[src/rtl/dmem_arbiter_pkg.sv]
// Shared types and defaults for the data-memory arbiter.
package dmem_arbiter_pkg;

  typedef enum logic [0:0] {
    IDLE      = 1'b0,
    LDR_BURST = 1'b1
  } arb_state_e;

  localparam int unsigned BURST_MAX_DEFAULT    = 8;
  localparam int unsigned STARVE_LIMIT_DEFAULT = 4;
  localparam int unsigned CNT_WIDTH            = 8;

  // Increment that sticks at the all-ones value instead of wrapping.
  function automatic logic [CNT_WIDTH-1:0] sat_inc(input logic [CNT_WIDTH-1:0] v);
    return (v == '1) ? v : v + 1'b1;
  endfunction

endpackage

[src/rtl/dmem_arb_rdret.sv]
// Per-requester read-return register: captures the combinational memory
// read data of a granted read and presents it one cycle later with rvalid.
module dmem_arb_rdret
  import dmem_arbiter_pkg::*;
#(
  parameter int unsigned DATA_WIDTH = 32
) (
  input  logic                  clk,
  input  logic                  rst,
  input  logic                  rd_fire,
  input  logic [DATA_WIDTH-1:0] mem_rd,
  output logic [DATA_WIDTH-1:0] rdata,
  output logic                  rvalid
);

  logic [DATA_WIDTH-1:0] rdata_d, rdata_q;
  logic                  rvalid_d, rvalid_q;

  // Capture read data only on a granted read; hold it otherwise.
  always_comb begin
    rdata_d  = rdata_q;
    rvalid_d = rd_fire;
    if (rd_fire) begin
      rdata_d = mem_rd;
    end
  end

  // Return register with synchronous reset.
  always_ff @(posedge clk) begin
    if (rst) begin
      rdata_q  <= '0;
      rvalid_q <= 1'b0;
    end else begin
      rdata_q  <= rdata_d;
      rvalid_q <= rvalid_d;
    end
  end

  assign rdata = rdata_q;
  // Masked while rst is high so a read granted just before reset never
  // surfaces as a late rvalid.
  assign rvalid = rvalid_q & ~rst;

endmodule

[src/rtl/dmem_arbiter.sv]
// Two-requester data-memory arbiter (CPU vs. loader) with locked loader
// bursts. Optional starvation guard enabled by DMEM_ARBITER_STARVE_GUARD_EN.
module dmem_arbiter
  import dmem_arbiter_pkg::*;
#(
  parameter int unsigned DATA_WIDTH    = 32,
  parameter int unsigned ADDRESS_WIDTH = 32,
  parameter int unsigned BURST_MAX     = BURST_MAX_DEFAULT,
  parameter int unsigned STARVE_LIMIT  = STARVE_LIMIT_DEFAULT
) (
  input  logic                     clk,
  input  logic                     rst,
  input  logic                     cpu_req,
  input  logic                     cpu_we,
  input  logic                     cpu_addr_mode,
  input  logic [ADDRESS_WIDTH-1:0] cpu_addr,
  input  logic [DATA_WIDTH-1:0]    cpu_wd,
  output logic                     cpu_gnt,
  output logic                     cpu_stall,
  output logic [DATA_WIDTH-1:0]    cpu_rdata,
  output logic                     cpu_rvalid,
  input  logic                     ldr_req,
  input  logic                     ldr_we,
  input  logic                     ldr_lock,
  input  logic                     ldr_addr_mode,
  input  logic [ADDRESS_WIDTH-1:0] ldr_addr,
  input  logic [DATA_WIDTH-1:0]    ldr_wd,
  output logic                     ldr_gnt,
  output logic                     ldr_rvalid,
  output logic [DATA_WIDTH-1:0]    ldr_rdata,
  output logic                     mem_we,
  output logic                     mem_addr_mode,
  output logic [ADDRESS_WIDTH-1:0] mem_addr,
  output logic [DATA_WIDTH-1:0]    mem_wd,
  input  logic [DATA_WIDTH-1:0]    mem_rd
);

  localparam logic [CNT_WIDTH-1:0] BURST_MAX_C    = CNT_WIDTH'(BURST_MAX);
  localparam logic [CNT_WIDTH-1:0] STARVE_LIMIT_C = CNT_WIDTH'(STARVE_LIMIT);

`ifdef DMEM_ARBITER_STARVE_GUARD_EN
  localparam bit STARVE_GUARD = 1'b1;
`else
  localparam bit STARVE_GUARD = 1'b0;
`endif

  arb_state_e           state_d, state_q;
  logic [CNT_WIDTH-1:0] burst_cnt_d, burst_cnt_q;
  logic [CNT_WIDTH-1:0] wait_cnt_d, wait_cnt_q;

  logic guard_fire;
  logic burst_exit;
  logic arb_idle;

  // Constant-folds to 0 when the guard is compiled out.
  assign guard_fire = STARVE_GUARD & (wait_cnt_q >= STARVE_LIMIT_C);
  assign burst_exit = ~ldr_req | ~ldr_lock | (burst_cnt_q == BURST_MAX_C) | guard_fire;

  // Next-state and grant logic. A burst exit cycle arbitrates exactly like
  // IDLE, so a still-locked loader can immediately reopen a fresh burst.
  always_comb begin
    state_d     = state_q;
    burst_cnt_d = burst_cnt_q;
    cpu_gnt     = 1'b0;
    ldr_gnt     = 1'b0;
    arb_idle    = 1'b0;

    if (!rst) begin
      unique case (state_q)
        IDLE: begin
          arb_idle = 1'b1;
        end
        LDR_BURST: begin
          if (burst_exit) begin
            arb_idle = 1'b1;
          end else begin
            ldr_gnt     = 1'b1;
            burst_cnt_d = burst_cnt_q + 1'b1;
          end
        end
        default: begin
          arb_idle = 1'b1;
        end
      endcase

      if (arb_idle) begin
        state_d     = IDLE;
        burst_cnt_d = '0;
        if (cpu_req) begin
          cpu_gnt = 1'b1;
        end else if (ldr_req) begin
          ldr_gnt = 1'b1;
          if (ldr_lock) begin
            state_d     = LDR_BURST;
            burst_cnt_d = CNT_WIDTH'(1);
          end
        end
      end
    end
  end

  // Memory port steering and CPU starvation counter.
  always_comb begin
    mem_we        = 1'b0;
    mem_addr_mode = 1'b0;
    mem_addr      = '0;
    mem_wd        = '0;
    if (cpu_gnt) begin
      mem_we        = cpu_we;
      mem_addr_mode = cpu_addr_mode;
      mem_addr      = cpu_addr;
      mem_wd        = cpu_wd;
    end else if (ldr_gnt) begin
      mem_we        = ldr_we;
      mem_addr_mode = ldr_addr_mode;
      mem_addr      = ldr_addr;
      mem_wd        = ldr_wd;
    end

    cpu_stall  = cpu_req & ~cpu_gnt;
    wait_cnt_d = cpu_stall ? sat_inc(wait_cnt_q) : '0;
  end

  // State and counter registers with synchronous reset.
  always_ff @(posedge clk) begin
    if (rst) begin
      state_q     <= IDLE;
      burst_cnt_q <= '0;
      wait_cnt_q  <= '0;
    end else begin
      state_q     <= state_d;
      burst_cnt_q <= burst_cnt_d;
      wait_cnt_q  <= wait_cnt_d;
    end
  end

  dmem_arb_rdret #(
    .DATA_WIDTH(DATA_WIDTH)
  ) u_cpu_rdret (
    .clk    (clk),
    .rst    (rst),
    .rd_fire(cpu_gnt & ~cpu_we),
    .mem_rd (mem_rd),
    .rdata  (cpu_rdata),
    .rvalid (cpu_rvalid)
  );

  dmem_arb_rdret #(
    .DATA_WIDTH(DATA_WIDTH)
  ) u_ldr_rdret (
    .clk    (clk),
    .rst    (rst),
    .rd_fire(ldr_gnt & ~ldr_we),
    .mem_rd (mem_rd),
    .rdata  (ldr_rdata),
    .rvalid (ldr_rvalid)
  );

endmodule

[config.mk]
export PLATFORM = sky130hd
export DESIGN_NAME = dmem_arbiter
export DESIGN_NICKNAME = d
export VERILOG_FILES = /design/src/rtl/dmem_arbiter_pkg.sv /design/src/rtl/dmem_arb_rdret.sv /design/src/rtl/dmem_arbiter.sv
export SDC_FILE = /design/constraint.sdc
export NUM_CORES = 1
export LEC_CHECK = 0
export CAP_MARGIN = 40
export CORE_AREA = 2 2 119 121
export DETAILED_ROUTE_END_ITERATION = 7
export DIE_AREA = 0 0 121 123
export PLACE_DENSITY = 0.77
export SLEW_MARGIN = 20
export SYNTH_ARGS = -nofsm -noshare
export SYNTH_HDL_FRONTEND = slang
export SYNTH_SLANG_ARGS = --single-unit
[constraint.sdc]
create_clock -name clk -period 4.6 [get_ports clk]
set_input_delay 0.69 -clock clk [delete_from_list [all_inputs] [get_ports clk]]
set_output_delay 0.69 -clock clk [all_outputs]
set_load 0.02 [all_outputs]
Yosys cells after proc, flatten, opt, wreduce, memory -nomap -nowiden
Cells that the tools add are included.
Cells by class
  reduce and logical (&&, ||, !) cells: 2
  eq/ne operators: 2
  add/subtract/negate cells: 1
  multiplexer cells: 29
  bitwise operators: 14
Operators by type and width (count)
  $mux 32: 4
  $mux 8: 3
  $mux 1: 21
  $add 8x1->8 const B: 1
  $eq 8x4->1 const B: 1
  $not 1->1: 7
  $and 1x1->1: 5
  $ne 2x1->1 const B: 1
  $or 1x1->1: 2
  $pmux 1 s2: 1
  $reduce_and 2->1: 1
  $reduce_bool 2->1: 1
Word-level totals
  register bits after elaboration: 75
  word-level logic and storage cells: 54

Depth between registers and ports, before layout
  depth in word-level cells: 11
  gate-level depth with buffers: 8

Cells and area by module
From an unflattened synthesis, not the netlist that was laid out.
Unflattened totals
  cell total of the unflattened synthesis: 344
  area, all modules: 3535.9 sq um
Modules (own cells, without submodules)
  dmem_arb_rdret: area each 1202.4 sq um, cells each 107, times used 2
  dmem_arbiter: area each 1131.1 sq um, cells each 130, times used 1

Worst setup path before layout
Ideal clock, no wire load.
  kind: input-to-output
  start: input ldr_req
  end: output mem_addr[22]
  data required time: 3910 ps
  cell stages on the path: 5
  path slack: 2003 ps
  path buffers: 1
  arrival: 1907 ps
  path through: and3_1 o21ai_1 a21oi_2 clkbuf_1 a22o_1
On the way
  longest elaborated chain between the ends: 11
  elaborated cells between the ends (all ways): 16
  those cells by class: 13 x mux; 3 x bitwise
RTL lines
  start, declared: RTL line dmem_arbiter.sv:22  | input logic ldr_req,
  $not 1->1: RTL line dmem_arbiter.sv:57  | assign burst_exit = ~ldr_req | ~ldr_lock | (burst_cnt_q == BURST_MAX_C) | guard_fire;
  $or 1x1->1 (2 in series): RTL line dmem_arbiter.sv:57
  $mux 1: RTL line dmem_arbiter.sv:74  | if (burst_exit) begin
  $mux 1: RTL line dmem_arbiter.sv:69  | unique case (state_q)
  $mux 1: RTL line dmem_arbiter.sv:91  | end else if (ldr_req) begin
  $mux 1: RTL line dmem_arbiter.sv:89  | if (cpu_req) begin
  $mux 1 *: RTL line dmem_arbiter.sv:86  | if (arb_idle) begin
  $mux 1 *: RTL line dmem_arbiter.sv:68  | if (!rst) begin
  via ldr_gnt: RTL line dmem_arbiter.sv:28  | output logic ldr_gnt,
  $mux 32 *: RTL line dmem_arbiter.sv:113  | end else if (ldr_gnt) begin
  $mux 32 *: RTL line dmem_arbiter.sv:108  | if (cpu_gnt) begin
  end, declared: RTL line dmem_arbiter.sv:33  | output logic [ADDRESS_WIDTH-1:0] mem_addr,
Mark *: on every way through the listed nets, which the timed path passes. The rest lies on a longest branch. The select of a mux whose other input is x is not followed.

Final worst setup path
  start: input ldr_lock
  end: output mem_wd[31]
On the way
  longest elaborated chain between the ends: 11
  elaborated cells between the ends (all ways): 16
  those cells by class: 13 x mux; 3 x bitwise
RTL lines
  start, declared: RTL line dmem_arbiter.sv:24  | input logic ldr_lock,
  $not 1->1 *: RTL line dmem_arbiter.sv:57
  $or 1x1->1 * (2 in series): RTL line dmem_arbiter.sv:57
  $mux 1: RTL line dmem_arbiter.sv:74
  $mux 1: RTL line dmem_arbiter.sv:69
  $mux 1: RTL line dmem_arbiter.sv:91
  $mux 1: RTL line dmem_arbiter.sv:89
  $mux 1: RTL line dmem_arbiter.sv:86
  $mux 1: RTL line dmem_arbiter.sv:68
  $mux 32: RTL line dmem_arbiter.sv:113
  $mux 32 *: RTL line dmem_arbiter.sv:108
  end, declared: RTL line dmem_arbiter.sv:34  | output logic [DATA_WIDTH-1:0] mem_wd,
Mark *: on every way between the ends. The rest lies on a longest branch, timed or not. The select of a mux whose other input is x is not followed.

==> reports/results.ini <==
[critical_path]
critPathArrivalTime_ps = 3240
timing.rr.start = burst_cnt_q[0]$_SDFFE_PP0P_
worst-setup-path-type = in2out
required_ps = 3910
reg2reg_depth = 7
start_kind = input port
regToRegEndpoint = u_ldr_rdret.rdata[31]$_SDFFE_PP0P_
cp_max_fo = 48
endpoint_kind = output port
r2r_setup_slack_ps = 2360

[die]
core_area_sq_mm = 0.0136
initial_core_util_pct = 28.0
die_area_sq_mm = 0.0149
die_h_um = 123
die_x_um = 121
rows = 43
ios = 304

[power_and_ir_drop]
ir_drop_mv = 0.190
power.total_w = 0.00191
leakage_nw = 2.74
power_density_mw_per_mm2 = 263

[cells_and_area]
stdcell_count = 856
fin_util_pct = 53.5
fillers = 1205
synthToLayoutAreaGrowth_pct = 91.3
nets = 840
layout-drive-gt1-share_pct = 4.45

[worst_hold_path]
hold_path_depth = 2
hold_start = u_ldr_rdret.rdata[13]$_SDFFE_PP0P_
min_to = u_ldr_rdret.rdata[13]$_SDFFE_PP0P_
hold_path_class = reg2reg

[clock_network]
cts_resized = 0
cts_setup_buffers = 0
path_clk_slew_ps = 60
holdBufCountCts = 0
cts_buffers = 9
clk-insertion-delay-late_ps = 330
clock_path_buffers = 2
cts.sinks = 75
cts.htree.levels = 3
cts_tree = done
root_buffer = clkbuf_16

[logic_synthesis]
synth_cell_type_count = 28
synth.largest_area_cell = dfxtp_1
synth_area_sq_mm = 0.00381
yosysSeqAreaShare_pct = 39.4
ys_warn_count = 0
synth_nets = 550
syn_inst = 379
avgSynthCellArea_sq_um = 10.0
synth.top_cell.area_share_pct = 39.4
synth_area_leaders = dfxtp_1 (39%), mux2i_1 (17%), nand2b_1 (16%)
ys_ff_latch = 75

[placed_design]
post-place-cells = 837
place_congestion = 1.04
dpl.hpwl_mm = 14.5
io_buffers = 303

[sta]
rsz0062_at_grt = no
hold_slack_ps = 473
fin_skew_ps = 5.98
max_slew_margin_pct = 52.3
finalSetupTns_ps = 0
hold_viol_final = 0
min_period_ps = 3930
finalSetupViolCount = 0
slew_viol_final = 0
fmax_mhz = 255
tightest_slew_ps = 716
period_share_pct = 85.4

[detailed_routing]
routed_via_density = 4.82
wl_met1_mm = 7.24
dr.max_layer_used = met5
wl_met3_mm = 1.85
wl_per_cell_um = 21.5
finalWirelength_mm = 18.4
drc = 0
vias = 4128
wl_met2_mm = 9.00
first_pass_iters = 4
drt_iter0_markers = 179
drtAntennaViolNets = 0

[run_status]
outcome = finished, final reports clean

[grt]
antenna_found_initial = 5
grt_pass1_wl_mm = 25.3
grtUsageTotal_pct = 23.3
grt_overflow_total = 0
grt_start_max_net_pins = 54
grt_pass1_vias = 4020

[job]
cap_viol_max_count = 0

==> Yosys cell counts, drive strengths merged <==
cell type / instances
nand2b: 97
dfxtp: 75
a22o: 66
mux2i: 64
buf: 18
clkbuf: 14
nor2: 8
nand3: 5
nor2b: 5
xor2: 5
inv: 4
and3: 3
a21oi: 2
ha: 2
nor3b: 2
a211oi: 1
mux2: 1
nand2: 1
nand3b: 1
nand4bb: 1
o21a: 1
o21ai: 1
or3: 1
xnor2: 1
==> power breakdown <==
group          internal (W)  switching, W  total [W]
combinational      0.000287      0.000214   0.000501
clock              0.000452      0.000277   0.000728
sequential         0.000672     0.0000122   0.000684
==> flip-flops by register name (all words and copies together), names as in the netlist <==
signal	flops
u_cpu_rdret.rdata	32
burst_cnt_q	8
u_ldr_rdret.rvalid_q	1
u_cpu_rdret.rvalid_q	1
u_ldr_rdret.rdata	32
state_q	1
==> stage by stage <==
stage               area (sq um)  worst slack, ps
floorplan                   3810             2000
global placement            6960              752
detailed placement          6960              770
CTS                         7270              757
global route                7280              638
finish                      7280              673
==> area by class of cell <==
type	instances	area (sq um)	area share (%)
repair buffers	311	3090	42.4
multi-input cells	268	2130	29.3
flip-flops and latches	75	1500	20.6
clock buffers	11	253	3.47
well taps	180	225	3.09
clock inverters	5	60.1	0.825
inverters	4	15.0	0.206
diodes	2	5.00	0.0687
==> cells by family after synthesis <==
logic type,synth area share [%]
and+or+nand+nor,20.0
DFF,39.4
AOI/OAI and AO/OA,16.2
muxes,17.1
buffers and inverters,5.19
xor gates and xnor gates,1.38
adders and majority gates,0.657
==> worst max path at each step <==
stage                  start      endpoint  slack (ps)  cells past startpoint
finish              ldr_lock    mem_wd[31]         670                      7
global route        ldr_lock     mem_wd[2]         640                      7
CTS                 ldr_lock    mem_wd[31]         760                      7
detailed placement  ldr_lock    mem_wd[31]         770                      7
global placement    ldr_lock    mem_wd[31]         750                      7
floorplan            ldr_req  mem_addr[22]        2000                      5
==> layer usage <==
metal | up-vias | track usage [%]
met5 | - | 0
met4 | 10 | 5.01
met3 | 32 | 9.09
met2 | 183 | 40.0
met1 | 1990 | 27.7
li1 | 1913 | -
==> critical path, cell delays in order <==
cell             delay [ps]
clkdlybuf4s50_1         480
and3_1                  180
o21ai_1                 210
a21oi_4                 190
buf_4                   480
a22o_1                  340
clkdlybuf4s50_1         650
==> cells in the final DEF, fill, tap and decap left out <==
cell / instances
nand3_1: 5
inv_1: 4
mux2_2: 1
xnor2_1: 1
mux2i_1: 64
clkinvlp_4: 1
dfxtp_1: 75
o21ai_1: 1
buf_2: 1
nand2b_1: 97
xor2_1: 5
clkbuf_8: 2
clkinv_2: 1
bufinv_16: 1
inv_6: 1
o21a_1: 1
ha_1: 2
nor2b_1: 5
diode_2: 2
or3_1: 1
nand2_1: 1
buf_4: 8
and3_1: 3
nor2_1: 8
nand4bb_1: 1
a21oi_1: 1
nor3b_4: 1
a211oi_4: 1
clkdlybuf4s50_1: 302
clkinv_4: 1
clkbuf_16: 9
a21oi_4: 1
nand3b_1: 1
nor3b_2: 1
a22o_1: 66
No activity file was read; power rests on OpenSTA's default activity.
